## src/rtl/fir_mac_sequencer_if.sv

```systemverilog
// Bundle of the frame-control handshake, the shared sample/coefficient RAM
// read port and the shared ALU operand/result lines around the FIR sequencer.
// The master side is the sequencer; the slave side is everything around it.
interface fir_mac_sequencer_if #(
    parameter int DATA_W = 16,
    parameter int ADDR_W = 8
);
    logic              start;
    logic [ADDR_W-1:0] num_taps;
    logic [ADDR_W-1:0] base_addr;
    logic              busy;
    logic              done;
    logic [DATA_W-1:0] result;
    logic              zero;

    logic              mem_rd_en;
    logic [ADDR_W-1:0] mem_addr;
    logic [DATA_W-1:0] sample_data;
    logic [DATA_W-1:0] coeff_data;

    logic [DATA_W-1:0] alu_a;
    logic [DATA_W-1:0] alu_b;
    logic [3:0]        alu_sel;
    logic [DATA_W-1:0] alu_result;

    modport master (
        input  start, num_taps, base_addr,
        input  sample_data, coeff_data, alu_result,
        output busy, done, result, zero,
        output mem_rd_en, mem_addr,
        output alu_a, alu_b, alu_sel
    );

    modport slave (
        output start, num_taps, base_addr,
        output sample_data, coeff_data, alu_result,
        input  busy, done, result, zero,
        input  mem_rd_en, mem_addr,
        input  alu_a, alu_b, alu_sel
    );
endinterface

```

## src/rtl/fir_mac_sequencer.sv

```systemverilog
// FIR dot-product sequencer: walks N taps starting at a base address, fetching
// a sample/coefficient pair per tap, multiplying them on the shared ALU and
// adding the product into a private accumulator (3 cycles per tap), then
// reports the wrapped 16-bit sum with a one-cycle done pulse.
module fir_mac_sequencer #(
    parameter int DATA_W = 16,
    parameter int ADDR_W = 8
) (
    input  logic                  clk,
    input  logic                  rst,
    fir_mac_sequencer_if.master   bus
);

    localparam logic [3:0] SEL_ADD  = 4'b0000;
    localparam logic [3:0] SEL_MUL  = 4'b0010;
    localparam logic [3:0] SEL_NOP  = 4'b1101;

    typedef enum logic [2:0] {
        IDLE,
        FETCH,
        MUL,
        ACC,
        DONE
    } state_t;

    state_t            state;
    state_t            state_next;

    logic [ADDR_W-1:0] taps_q;
    logic [ADDR_W-1:0] base_q;
    logic [ADDR_W-1:0] index_q;
    logic [ADDR_W-1:0] addr_q;
    logic [DATA_W-1:0] acc_q;
    logic [DATA_W-1:0] product_q;
    logic [DATA_W-1:0] result_q;
    logic              zero_q;

    logic              last_tap;
    logic [ADDR_W-1:0] fetch_addr;

    // The tap index counts 0..N-1; the address wraps naturally in ADDR_W bits.
    assign last_tap   = (index_q == (taps_q - ADDR_W'(1)));
    assign fetch_addr = base_q + index_q;

    assign bus.result = result_q;
    assign bus.zero   = zero_q;

    // State register; reset drops straight back to IDLE, abandoning any job.
    always_ff @(posedge clk or negedge rst) begin
        if (!rst) begin
            state <= IDLE;
        end else begin
            state <= state_next;
        end
    end

    // Next-state and state-decoded outputs, so every output is steady for the whole state cycle.
    always_comb begin
        state_next    = state;
        bus.busy      = 1'b1;
        bus.done      = 1'b0;
        bus.mem_rd_en = 1'b0;
        bus.mem_addr  = addr_q;
        bus.alu_a     = '0;
        bus.alu_b     = '0;
        bus.alu_sel   = SEL_NOP;

        case (state)
            IDLE: begin
                bus.busy = 1'b0;
                if (bus.start) begin
                    state_next = (bus.num_taps == '0) ? DONE : FETCH;
                end
            end
            FETCH: begin
                bus.mem_rd_en = 1'b1;
                bus.mem_addr  = fetch_addr;
                state_next    = MUL;
            end
            MUL: begin
                bus.alu_a   = bus.sample_data;
                bus.alu_b   = bus.coeff_data;
                bus.alu_sel = SEL_MUL;
                state_next  = ACC;
            end
            ACC: begin
                bus.alu_a   = acc_q;
                bus.alu_b   = product_q;
                bus.alu_sel = SEL_ADD;
                state_next  = last_tap ? DONE : FETCH;
            end
            DONE: begin
                bus.done   = 1'b1;
                state_next = IDLE;
            end
            default: begin
                state_next = IDLE;
            end
        endcase
    end

    // Job datapath: capture on start, hold the fetch address, latch product and sum, and publish the result on the way into DONE.
    always_ff @(posedge clk or negedge rst) begin
        if (!rst) begin
            taps_q    <= '0;
            base_q    <= '0;
            index_q   <= '0;
            addr_q    <= '0;
            acc_q     <= '0;
            product_q <= '0;
            result_q  <= '0;
            zero_q    <= 1'b0;
        end else begin
            case (state)
                IDLE: begin
                    if (bus.start) begin
                        taps_q  <= bus.num_taps;
                        base_q  <= bus.base_addr;
                        acc_q   <= '0;
                        index_q <= '0;
                        if (bus.num_taps == '0) begin
                            result_q <= '0;
                            zero_q   <= 1'b1;
                        end
                    end
                end
                FETCH: begin
                    addr_q <= fetch_addr;
                end
                MUL: begin
                    product_q <= bus.alu_result;
                end
                ACC: begin
                    acc_q   <= bus.alu_result;
                    index_q <= index_q + ADDR_W'(1);
                    if (last_tap) begin
                        result_q <= bus.alu_result;
                        zero_q   <= (bus.alu_result == '0);
                    end
                end
                default: begin
                end
            endcase
        end
    end

endmodule

```

## src/flat_wrapper.sv

```systemverilog
// flat-port wrapper written by rule: the top's interface ports become plain ports
module fir_mac_sequencer_flat 
#(
    parameter int DATA_W = 16,
    parameter int ADDR_W = 8
)
  (clk, rst, bus_start, bus_num_taps, bus_base_addr, bus_sample_data, bus_coeff_data, bus_alu_result, bus_busy, bus_done, bus_result, bus_zero, bus_mem_rd_en, bus_mem_addr, bus_alu_a, bus_alu_b, bus_alu_sel);
  fir_mac_sequencer_if #(.DATA_W(DATA_W), .ADDR_W(ADDR_W)) bus_i ();
  input  logic clk;
  input  logic rst;
  input wire logic [$bits(bus_i.start)-1:0] bus_start;
  input wire logic [$bits(bus_i.num_taps)-1:0] bus_num_taps;
  input wire logic [$bits(bus_i.base_addr)-1:0] bus_base_addr;
  input wire logic [$bits(bus_i.sample_data)-1:0] bus_sample_data;
  input wire logic [$bits(bus_i.coeff_data)-1:0] bus_coeff_data;
  input wire logic [$bits(bus_i.alu_result)-1:0] bus_alu_result;
  output wire logic [$bits(bus_i.busy)-1:0] bus_busy;
  output wire logic [$bits(bus_i.done)-1:0] bus_done;
  output wire logic [$bits(bus_i.result)-1:0] bus_result;
  output wire logic [$bits(bus_i.zero)-1:0] bus_zero;
  output wire logic [$bits(bus_i.mem_rd_en)-1:0] bus_mem_rd_en;
  output wire logic [$bits(bus_i.mem_addr)-1:0] bus_mem_addr;
  output wire logic [$bits(bus_i.alu_a)-1:0] bus_alu_a;
  output wire logic [$bits(bus_i.alu_b)-1:0] bus_alu_b;
  output wire logic [$bits(bus_i.alu_sel)-1:0] bus_alu_sel;
  assign bus_i.start = bus_start;
  assign bus_i.num_taps = bus_num_taps;
  assign bus_i.base_addr = bus_base_addr;
  assign bus_i.sample_data = bus_sample_data;
  assign bus_i.coeff_data = bus_coeff_data;
  assign bus_i.alu_result = bus_alu_result;
  assign bus_busy = bus_i.busy;
  assign bus_done = bus_i.done;
  assign bus_result = bus_i.result;
  assign bus_zero = bus_i.zero;
  assign bus_mem_rd_en = bus_i.mem_rd_en;
  assign bus_mem_addr = bus_i.mem_addr;
  assign bus_alu_a = bus_i.alu_a;
  assign bus_alu_b = bus_i.alu_b;
  assign bus_alu_sel = bus_i.alu_sel;
  fir_mac_sequencer #(.DATA_W(DATA_W), .ADDR_W(ADDR_W)) u_core (.clk(clk), .rst(rst), .bus(bus_i));
endmodule
```

## config.mk

```make
export PLATFORM = sky130hd
export DESIGN_NAME = fir_mac_sequencer_flat
export DESIGN_NICKNAME = d
export VERILOG_FILES = /design/src/rtl/fir_mac_sequencer_if.sv /design/src/rtl/fir_mac_sequencer.sv /design/src/flat_wrapper.sv
export SDC_FILE = /design/constraint.sdc
export NUM_CORES = 1
export LEC_CHECK = 0
export BUFFER_PORTS_ARGS = -buffer_cell sky130_fd_sc_hd__clkbuf_2
export CAP_MARGIN = 20
export CORE_ASPECT_RATIO = 0.6
export CORE_MARGIN = 1
export CORE_UTILIZATION = 56
export DETAILED_ROUTE_END_ITERATION = 10
export PLACE_DENSITY = 0.87
export SLEW_MARGIN = 5
export SYNTH_ARGS = -nofsm -noshare
export SYNTH_HDL_FRONTEND = slang
export SYNTH_SLANG_ARGS = --single-unit
```

## constraint.sdc

```tcl
create_clock -name clk -period 5.6 [get_ports clk]
set_input_delay 0.56 -clock clk [delete_from_list [all_inputs] [get_ports clk]]
set_output_delay 0.56 -clock clk [all_outputs]
set_load 0.05 [all_outputs]
```

==> flow_summary_export.csv <==
group,metric,value,unit
outcome,status,"finished, final reports clean",
timing,tightest_slew,985.0,ps
cells_and_area,seqCellArea,2103,sq um
timing,max_freq,295.9,MHz
floorplan,die_h,69.83,um
power_and_ir_drop,power.leakage,2.653,nW
power_and_ir_drop,p_int,1.867,mW
floorplan,die_w,115.1,um
synth,syn_nets,495,
route,viasPerCell,5.632,
timing,finalSetupViolCount,0,
critical_path,cpLargestDelayFamily,"compound AO/OA/AOI/OAI gates",
synth,synth_top_area_cell,"dfrtp_1",
global_route,grt_usage,29.28,%
critical_path,worst_ep_required_time,5040,ps
power_and_ir_drop,combPwrFrac,55.7,%
cells_and_area,num_antenna_cells,0,
placed_design,portBuffers,130,
critical_path,path_max_fanout,7,
placed_design,dp_hpwl,8064,um
worst_hold_path,worstHoldPathType,"in2async",
global_route,antenna_found_initial,0,
timing,fin_crit_sh,60.35,%
placed_design,place.gp.congestion,0.9071,
clock_tree,cts_tree,"built",
timing,fin_setup_tns,0,ps
timing,min_period,3379,ps
clock_tree,cts_made_buffers,9,
power_and_ir_drop,p_clk_share,14.6,%
clock_tree,clock_latency,340,ps
synth,netlist_top_cells_area,"dfrtp_1 49%, mux2i_1 7.7%, mux2_2 7.6%",
route,post_drt_wl_per_cell,16.83,um
clock_tree,cts_buffer_depth,2,
synth,netlist_area,4294,sq um
synth,syn_avg_cell_area,10.27,sq um
clock_tree,cts-resized-gates,0,
cells_and_area,layout-drive-gt1-share,34.25,%
power_and_ir_drop,seqPwrFrac,29.8,%
power_and_ir_drop,powerDensity,715.9,nW/um^2
global_route,grt_pass1_vias,3525,
critical_path,r2r_slack,2770,ps
synth,ys.flop_type,"dfrtp_1",
cells_and_area,fillers,552,
synth,yosysMostFrequentCell,"dfrtp_1",
timing,finalMaxSlewViolations,0,
clock_tree,postCtsHoldBufs,0,
floorplan,start_util,58.61,%
critical_path,critPathLaunchType,"flip-flop",
floorplan,fp.coreArea,7327,sq um
power_and_ir_drop,switchingPower,1.931,mW
clock_tree,root_buffer,"clkbuf_16",
route,dr_total_vias,3644,
synth,synth_common_cells,"84 x dfrtp_1, 58 x nand2_1, 47 x nor2_1",
critical_path,worstSetupEndpointType,"primary output",
global_route,grt_pass1_wl,17310,um
critical_path,cpMaxStageDelayCell,"dfrtp_1",
critical_path,worstPathArrival,2820,ps
timing,fin_skew,5.206,ps
route,ant_nets,0,
clock_tree,post_cts_buffers,0,
clock_tree,clkSlewWorstSetupHoldPaths,60,ps
timing,setup_ws,2221,ps
route,drcViolationCount,0,
placed_design,dp_slack,2605,ps
floorplan,ioPinCount,131,
synth,ys_types,45,
global_route,grt_overflow_total,0,
route,drtIter0Drc,273,
critical_path,slowest_delay,490,ps
critical_path,crit_buf_inv,2,
critical_path,path_cells,"ha_1 -> inv_1 -> fa_1 -> nor2b_1 -> o21ai_0 -> a21boi_0 -> o21a_1 -> nor3_1 -> o31ai_1 -> clkbuf_2",
synth,synth_warnings,0,
power_and_ir_drop,switching_share,50.85,%
run,cap_viol_max_count,0,
synth,ys_async_sr_fraction,100.0,%
cells_and_area,multi_input_area,2031,sq um
timing,slew-limit-headroom,34.33,%
synth,synth_top_area_share,48.95,%
timing,rsz0062_at_grt,"no",
synth,synth_edf_count,0,
synth,synthCells,418,
critical_path,crit_type,"reg2out",
floorplan,rows,24,
floorplan,dieArea,8034,sq um
route,routed_wl,10890,um
clock_tree,cts_max_level,3,
timing,hold_violations,0,
synth,ys_ff_latch,84,
cells_and_area,area_growth,23.54,%
synth,ys_seq_area_share,48.95,%
global_route,grt_max_degree,85,
power_and_ir_drop,ir_worst_vdd,310.6,uV
cells_and_area,nets,617,
clock_tree,cts.sinks,84,
route,dr.pass1.iters,4,
path summary, 6_finish.rpt:
check / startpoint / to / depth (start not counted)
hold / removal: rst / u_core.product_q[8]$_DFFE_PN0P_ / 1
max in group asynchronous: rst / u_core.state[0]$_DFFE_PN0P_ / 2
setup reg to reg: u_core.state[0]$_DFFE_PN0P_ / u_core.bus.result[13]$_DFFE_PN0P_ / 6
min in group clk: bus_base_addr[7] / u_core.base_q[7]$_DFFE_PN0P_ / 2
hold reg to reg: u_core.addr_q[6]$_DFF_PN0_ / u_core.addr_q[6]$_DFF_PN0_ / 2
setup / recovery: u_core.index_q[0]$_DFFE_PN0P_ / bus_mem_addr[6] / 10
power by group through the flow:
stage / Combinational (mW) / Clock (mW) / Sequential (mW)
after floorplan: 1.63 / 0 / 1.11
after global placement: 2.05 / 0 / 1.11
after detailed placement: 2.10 / 0 / 1.13
after CTS: 2.11 / 0.561 / 1.12
after global routing: 2.27 / 0.584 / 1.16
final: 2.11 / 0.553 / 1.13
flip-flops by register name, summed over array words and instances, names as in the netlist:
signal             flops
u_core.bus.result     16
u_core.addr_q          8
u_core.state           3
u_core.bus.zero        1
u_core.acc_q          16
u_core.base_q          8
u_core.index_q         8
u_core.product_q      16
u_core.taps_q          8
per-layer routing:
metal / part of all wire (%) / vias to the layer above / routed length [um] / global-route usage, %
met1: 47 / 1775 / 5095 / 42.94
met2: 43 / 146 / 4731 / 42.30
met3: 8.8 / 14 / 954 / 8.217
met4: 0.99 / 0 / 108 / 8.658
li1: - / 1709 / - / -
met5: 0 / - / 0 / 0
through the flow:
stage / total power [mW] / util, % / cells / hold WS, ps / area, sq um
4_1_cts: 3.796 / 72.03 / 646 / 442.0 / 5278
3_5_place_dp: 3.234 / 68.24 / 632 / 464.1 / 5000
5_1_grt: 4.011 / 72.40 / 647 / 127.3 / 5305
2_1_floorplan: 2.740 / - / 418 / 264.4 / 4294
6_report: 3.798 / 72.40 / 647 / 108.4 / 5305
3_3_place_gp: 3.159 / 68.24 / 632 / 460.5 / 5000
final cells by class:
| cell class | instances | share of cell area [%] |
|---|---|---|
| Inverter | 10 | 0.7075 |
| Multi-Input combinational cell | 298 | 38.28 |
| Sequential cell | 84 | 39.65 |
| Clock buffer | 13 | 5.094 |
| Timing Repair Buffer | 137 | 13.68 |
| Clock inverter | 1 | 0.1415 |
| Tap cell | 104 | 2.453 |
logic make-up (layout without fill, tap and decap cells):
| family | after synthesis | after routing | share of synthesized area [%] |
|---|---|---|---|
| simple gates | 135 | 135 | 13.61 |
| buf+inv | 36 | 161 | 3.875 |
| xor+xnor | 15 | 15 | 3.060 |
| mux | 62 | 62 | 15.30 |
| compound gates | 76 | 76 | 12.12 |
| flops | 84 | 84 | 48.95 |
| fa+ha+maj | 10 | 10 | 3.089 |
placed cells by master (no fill, tap or decap), types with 3 or more instances in the layout:
master     netlist  final
a21oi_1          3      3
a22o_1          17     17
buf_4            2      7
clkbuf_16        0      9
clkbuf_2         0    129
clkbuf_8         0      3
dfrtp_1         84     83
ha_1             9      9
inv_1           10     10
mux2_2          29     29
mux2i_1         33     33
nand2_1         58     58
nand4_1          3      3
nor2_1          47     47
nor3_1           6      5
nor4_1           6      6
o21a_1           3      3
o21ai_0         35     35
o31ai_1          4      4
xnor2_1          7      7
xor2_1           8      8
No activity file was read; power rests on OpenSTA's default activity.
